==> config.mk <==
export PLATFORM = sky130hd
export DESIGN_NAME = uart_rx_flat
export DESIGN_NICKNAME = d
export VERILOG_FILES = /design/src/rtl/uart_rx_if.sv /design/src/rtl/uart_rx.sv /design/src/flat_wrapper.sv
export SDC_FILE = /design/constraint.sdc
export NUM_CORES = 1
export LEC_CHECK = 0
export BUFFER_PORTS_ARGS = -buffer_cell sky130_fd_sc_hd__buf_4
export CORE_MARGIN = 5
export CORE_UTILIZATION = 62
export DETAILED_ROUTE_END_ITERATION = 16
export PLACE_DENSITY = 0.83
export SYNTH_ARGS = -nofsm -noshare
export SYNTH_HDL_FRONTEND = slang
export SYNTH_SLANG_ARGS = --single-unit
==> constraint.sdc <==
create_clock -name clk -period 3.55 [get_ports clk]
set_input_delay 0 -clock clk [delete_from_list [all_inputs] [get_ports clk]]
set_output_delay 0 -clock clk [all_outputs]
set_load 0.03 [all_outputs]
==> src/rtl/uart_rx_if.sv <==
// uart_rx_if: serial line and receive-result bundle for uart_rx
// Signals:
//   rx          serial line into the receiver (idles high)
//   data_out    last received byte
//   rx_valid    one-cycle pulse per completed frame
//   parity_err  even-parity check result of the last frame
//   frame_err   stop-bit check result of the last frame
//   busy        receiver is not idle
// Modports: master drives the line and observes results; slave is the receiver.
interface uart_rx_if;
    logic       rx;
    logic [7:0] data_out;
    logic       rx_valid;
    logic       parity_err;
    logic       frame_err;
    logic       busy;
    modport master (output rx, input data_out, rx_valid, parity_err, frame_err, busy);
    modport slave  (input rx, output data_out, rx_valid, parity_err, frame_err, busy);
endinterface

==> src/rtl/uart_rx.sv <==
// uart_rx: 8E1 UART receiver with 2-flop synchronizer, parity/stop checks and break handling
// Ports:
//   clk    single clock, all logic on posedge
//   reset  synchronous active-high reset
//   bus    uart_rx_if.slave: rx in; data_out, rx_valid, parity_err, frame_err, busy out
// Parameter CLKS_PER_BIT (1..255) sets the bit period in clocks.
module uart_rx #(
    parameter int CLKS_PER_BIT = 1
) (
    input logic     clk,
    input logic     reset,
    uart_rx_if.slave bus
);
    typedef enum logic [2:0] {IDLE, START, DATA, PARITY, STOP, BRK} state_t;
    localparam logic [7:0] BIT_LAST = 8'(CLKS_PER_BIT - 1);
    localparam logic [7:0] HALF     = 8'((CLKS_PER_BIT - 1) / 2);
    state_t     r_state, w_next;
    logic [1:0] r_sync;
    logic [7:0] r_baud, r_shift, r_data;
    logic [2:0] r_idx;
    logic       r_par, r_valid, r_perr, r_ferr;
    logic       w_rx_s, w_in_frame, w_sample;
    assign w_rx_s     = r_sync[1];
    assign w_in_frame = r_state inside {START, DATA, PARITY, STOP};
    assign w_sample   = w_in_frame && (r_baud == 8'd0);
    assign bus.data_out   = r_data;
    assign bus.rx_valid   = r_valid;
    assign bus.parity_err = r_perr;
    assign bus.frame_err  = r_ferr;
    assign bus.busy       = r_state != IDLE;
    always_ff @(posedge clk) begin
        if (reset) r_state <= IDLE;
        else       r_state <= w_next;
    end
    always_comb begin
        w_next = r_state;
        case (r_state)
            IDLE:    w_next = w_rx_s ? IDLE : ((HALF == 8'd0) ? DATA : START);
            START:   w_next = w_sample ? (w_rx_s ? IDLE : DATA) : START;
            DATA:    w_next = (w_sample && r_idx == 3'd7) ? PARITY : DATA;
            PARITY:  w_next = w_sample ? STOP : PARITY;
            STOP:    w_next = w_sample ? (w_rx_s ? IDLE : BRK) : STOP;
            BRK:     w_next = w_rx_s ? IDLE : BRK;
            default: w_next = IDLE;
        endcase
    end
    always_ff @(posedge clk) begin
        if (reset) begin
            r_sync  <= 2'b11;
            r_baud  <= 8'd0;
            r_idx   <= 3'd0;
            r_shift <= 8'd0;
            r_par   <= 1'b0;
            r_data  <= 8'd0;
            r_valid <= 1'b0;
            r_perr  <= 1'b0;
            r_ferr  <= 1'b0;
        end else begin
            r_sync  <= {r_sync[0], bus.rx};
            r_valid <= 1'b0;
            if (r_state == IDLE && !w_rx_s) begin
                // with no half-bit delay the start edge itself is the centre of the start bit
                r_baud <= (HALF == 8'd0) ? BIT_LAST : HALF - 8'd1;
                r_idx  <= 3'd0;
            end else if (w_in_frame) begin
                if (r_baud != 8'd0) begin
                    r_baud <= r_baud - 8'd1;
                end else begin
                    r_baud <= BIT_LAST;
                    case (r_state)
                        START:  r_idx <= 3'd0;
                        DATA: begin
                            r_shift <= {w_rx_s, r_shift[7:1]};
                            r_idx   <= r_idx + 3'd1;
                        end
                        PARITY: r_par <= w_rx_s;
                        STOP: begin
                            r_data  <= r_shift;
                            r_valid <= 1'b1;
                            r_perr  <= r_par ^ (^r_shift);
                            r_ferr  <= !w_rx_s;
                        end
                        default: ;
                    endcase
                end
            end
        end
    end
endmodule

==> src/flat_wrapper.sv <==
// flat-port wrapper written by rule: the top's interface ports become plain ports
module uart_rx_flat 
#(
    parameter int CLKS_PER_BIT = 1
)
  (clk, reset, bus_rx, bus_data_out, bus_rx_valid, bus_parity_err, bus_frame_err, bus_busy);
  uart_rx_if bus_i ();
  input logic clk;
  input logic reset;
  input wire logic [$bits(bus_i.rx)-1:0] bus_rx;
  output wire logic [$bits(bus_i.data_out)-1:0] bus_data_out;
  output wire logic [$bits(bus_i.rx_valid)-1:0] bus_rx_valid;
  output wire logic [$bits(bus_i.parity_err)-1:0] bus_parity_err;
  output wire logic [$bits(bus_i.frame_err)-1:0] bus_frame_err;
  output wire logic [$bits(bus_i.busy)-1:0] bus_busy;
  assign bus_i.rx = bus_rx;
  assign bus_data_out = bus_i.data_out;
  assign bus_rx_valid = bus_i.rx_valid;
  assign bus_parity_err = bus_i.parity_err;
  assign bus_frame_err = bus_i.frame_err;
  assign bus_busy = bus_i.busy;
  uart_rx #(.CLKS_PER_BIT(CLKS_PER_BIT)) u_core (.clk(clk), .reset(reset), .bus(bus_i));
endmodule
==> flow_metrics.env <==
export IMPL_outcome="complete, no violations"
export IMPL_crit_start="u_core.r_baud[0]$_SDFFE_PP0N_"
export IMPL_synthXorXnorAreaFrac_pct=7.73
export IMPL_synth_area_um2=1650
export IMPL_vias=1251
export IMPL_avgRoutedWirePerCell_um=14.3
export IMPL_hold_start="bus_rx"
export IMPL_cts_setup_buffers=0
export IMPL_synthAdderAreaFrac_pct=3.03
export IMPL_synthTopCellsByCount="36 x dfxtp_1, 34 x nor2_1, 20 x mux2i_1"
export IMPL_syn_num_nets=180
export IMPL_ys_types=41
export IMPL_cts_sinks=36
export IMPL_cp_required_ps=3810
export IMPL_syn_area_per_cell_um2=9.54
export IMPL_synth_top_area_share_pct=43.7
export IMPL_area_growth_pct=11.4
export IMPL_synth_compound_area_share_pct=8.26
export IMPL_core_um2=2520
export IMPL_setup_viol=0
export IMPL_yosysMostFrequentCell="dfxtp_1"
export IMPL_gp_congestion=0.863
export IMPL_dieArea_um2=3790
export IMPL_ys_flop_type="dfxtp_1"
export IMPL_rr_startpoint="u_core.r_baud[0]$_SDFFE_PP0N_"
export IMPL_drtIter0Drc=95
export IMPL_final_cells=218
export IMPL_finalHoldViolCount=0
export IMPL_final_antenna_net_count=0
export IMPL_synth_top_family_by_area="simple AND/OR/NAND/NOR gates"
export IMPL_first_pass_iters=4
export IMPL_grt_pass1_wl_mm=5.53
export IMPL_ys_seq_elements=36
export IMPL_synth_edf_count=0
export IMPL_p_leak_nw=0.857
export IMPL_yosysSeqAreaShare_pct=43.7
export IMPL_drv_cap=0
export IMPL_period_needed_ps=2360
export IMPL_grt_usage_pct=19.8
export IMPL_die_h_um=61.6
export IMPL_slew_viol_final=0
export IMPL_hold_path_class="input pin to register"
export IMPL_row_count=18
export IMPL_crit_type="register to register"
export IMPL_rsz0062_at_grt="no"
export IMPL_root_buffer="clkbuf_4"
export IMPL_finalCritPeriodShare_pct=66.6
export IMPL_grt_max_degree=30
export IMPL_powerDensity_nw_per_um2=751
export IMPL_route_detailed_drc=0
export IMPL_synth_cells=173
export IMPL_synth_mux_area_share_pct=12.1
export IMPL_cp_end_kind="register"
export IMPL_h_tree_depth=2
export IMPL_synth_area_top_cells="dfxtp_1 44%, mux2i_1 12%, nor2_1 7.7%"
export IMPL_dpl_cell_count=208
export IMPL_chipWidth_um=61.6
export IMPL_worst_pin_slew_ps=621
export IMPL_grt_ovfl_total=0
export IMPL_synthSimpleGateAreaFrac_pct=21.3
export IMPL_cts_resized=0
export IMPL_fin_total_pwr_mw=1.38
export IMPL_routed_wl_mm=3.11
export IMPL_vias_per_cell=5.74
export IMPL_worstPathMaxFanout=13
export IMPL_cts_clk_slew_worst_paths_ps=120
export IMPL_yosys_warnings=0
export IMPL_max_freq_mhz=423
export IMPL_cts_tree="done"
export IMPL_start_util_pct=65.4
export IMPL_crit_arrival_ps=2620
export IMPL_fin_skew_ps=21.6
export IMPL_port_buffers=14
export IMPL_hpwlAfterDp_mm=2.23
export IMPL_cts_buffer_depth=2
export IMPL_async_flop_share_pct=0
export IMPL_tns_ps=0
export IMPL_antenna_cells=0
export IMPL_grt_pass1_vias=1247
export IMPL_io_pins=15
export IMPL_nets=194
export IMPL_startpoint_type="register"
export IMPL_cts_buffers=5
export IMPL_insertion_delay_ps=350
export IMPL_yosys_area_top_type="dfxtp_1"
export IMPL_drive_gt1_share_pct=14.9
export IMPL_fill_cells=209
export IMPL_max_slew_margin_pct=58.5
export IMPL_grt_antenna_before_repair=0
export IMPL_vdd_drop_max_mv=0.582
[metrics by stage]
step                      setup slack, ps  util (%)  hold WS [ps]  area, um^2
after floorplan                      1840         -           104        1650
after global placement               1380      69.6           188        1760
after detailed placement             1270      69.6           189        1760
after CTS                            1210      72.9           388        1840
after global routing                  982      72.9           399        1840
final                                1190      72.9           398        1840
[critical path, stage by stage, from the launching register on]
cell	delay (ps)
dfxtp_1	330
inv_1	110
ha_1	170
nor3b_2	410
nand4b_2	510
or4b_1	650
o311ai_1	80
[routing by layer]
layer	global-route usage, %	wire length [um]
met4	7.88	67
met2	32.0	1460
met3	6.71	179
met1	24.2	1400
met5	0	0
[where the power goes]
part           switching [mW]  internal, mW
clock                   0.132        0.0969
combinational           0.350         0.257
sequential             0.0819         0.462
total                   0.565         0.816
[final timing paths]
path                                                      endpoint  slack [ps]  cells past startpoint
worst max-delay path            u_core.bus.parity_err$_SDFFE_PP0P_        1190                      6
worst min-delay path                   u_core.r_sync[0]$_SDFF_PP1_         400                      3
worst max register to register  u_core.bus.parity_err$_SDFFE_PP0P_        1190                      6
worst min register to register         u_core.r_sync[1]$_SDFF_PP1_         430                      1
[sequential cells by signal, indices dropped and copies added (netlist names), 2 cells and up]
register             flops
u_core.r_sync            2
u_core.r_idx             3
u_core.r_baud            8
u_core.r_state           3
u_core.bus.data_out      8
u_core.r_shift           8
[placed cells by master (no fill, tap or decap), drive strengths merged, types with 4 or more instances in the layout]
cell type	instances
dfxtp	36
mux2i	20
inv	7
buf	14
xnor2	6
a21oi	5
clkbuf	7
nand2	4
nor2	34
ha	4
xor2	6
nand4	6
[kinds of logic after synthesis]
| group | count (synthesis) |
|---|---|
| multiplexers | 20 |
| buffers and inverters | 16 |
| adder cells (fa/ha/maj) | 4 |
| XOR/XNOR | 13 |
| flip-flops | 36 |
| AND/OR/NAND/NOR | 65 |
| AO/OA/AOI/OAI | 19 |
[layout make-up]
cell class / count / area, um^2 / area share (%)
Multi-Input combinational cell: 121 / 866 / 47.1
Sequential cell: 36 / 721 / 39.2
Timing Repair Buffer: 16 / 125 / 6.81
Clock buffer: 7 / 55.1 / 3.00
Tap cell: 30 / 37.5 / 2.04
Inverter: 7 / 26.3 / 1.43
Clock inverter: 1 / 7.51 / 0.408
[repair_timing]
| action | in CTS | in global routing |
|---|---|---|
| hold buffers | 2 | 0 |
| endpoints found under the setup margin | 0 | 0 |
| endpoints found under the hold margin | 9 | 0 |
Note: power is estimated with default switching activity, not from simulation.
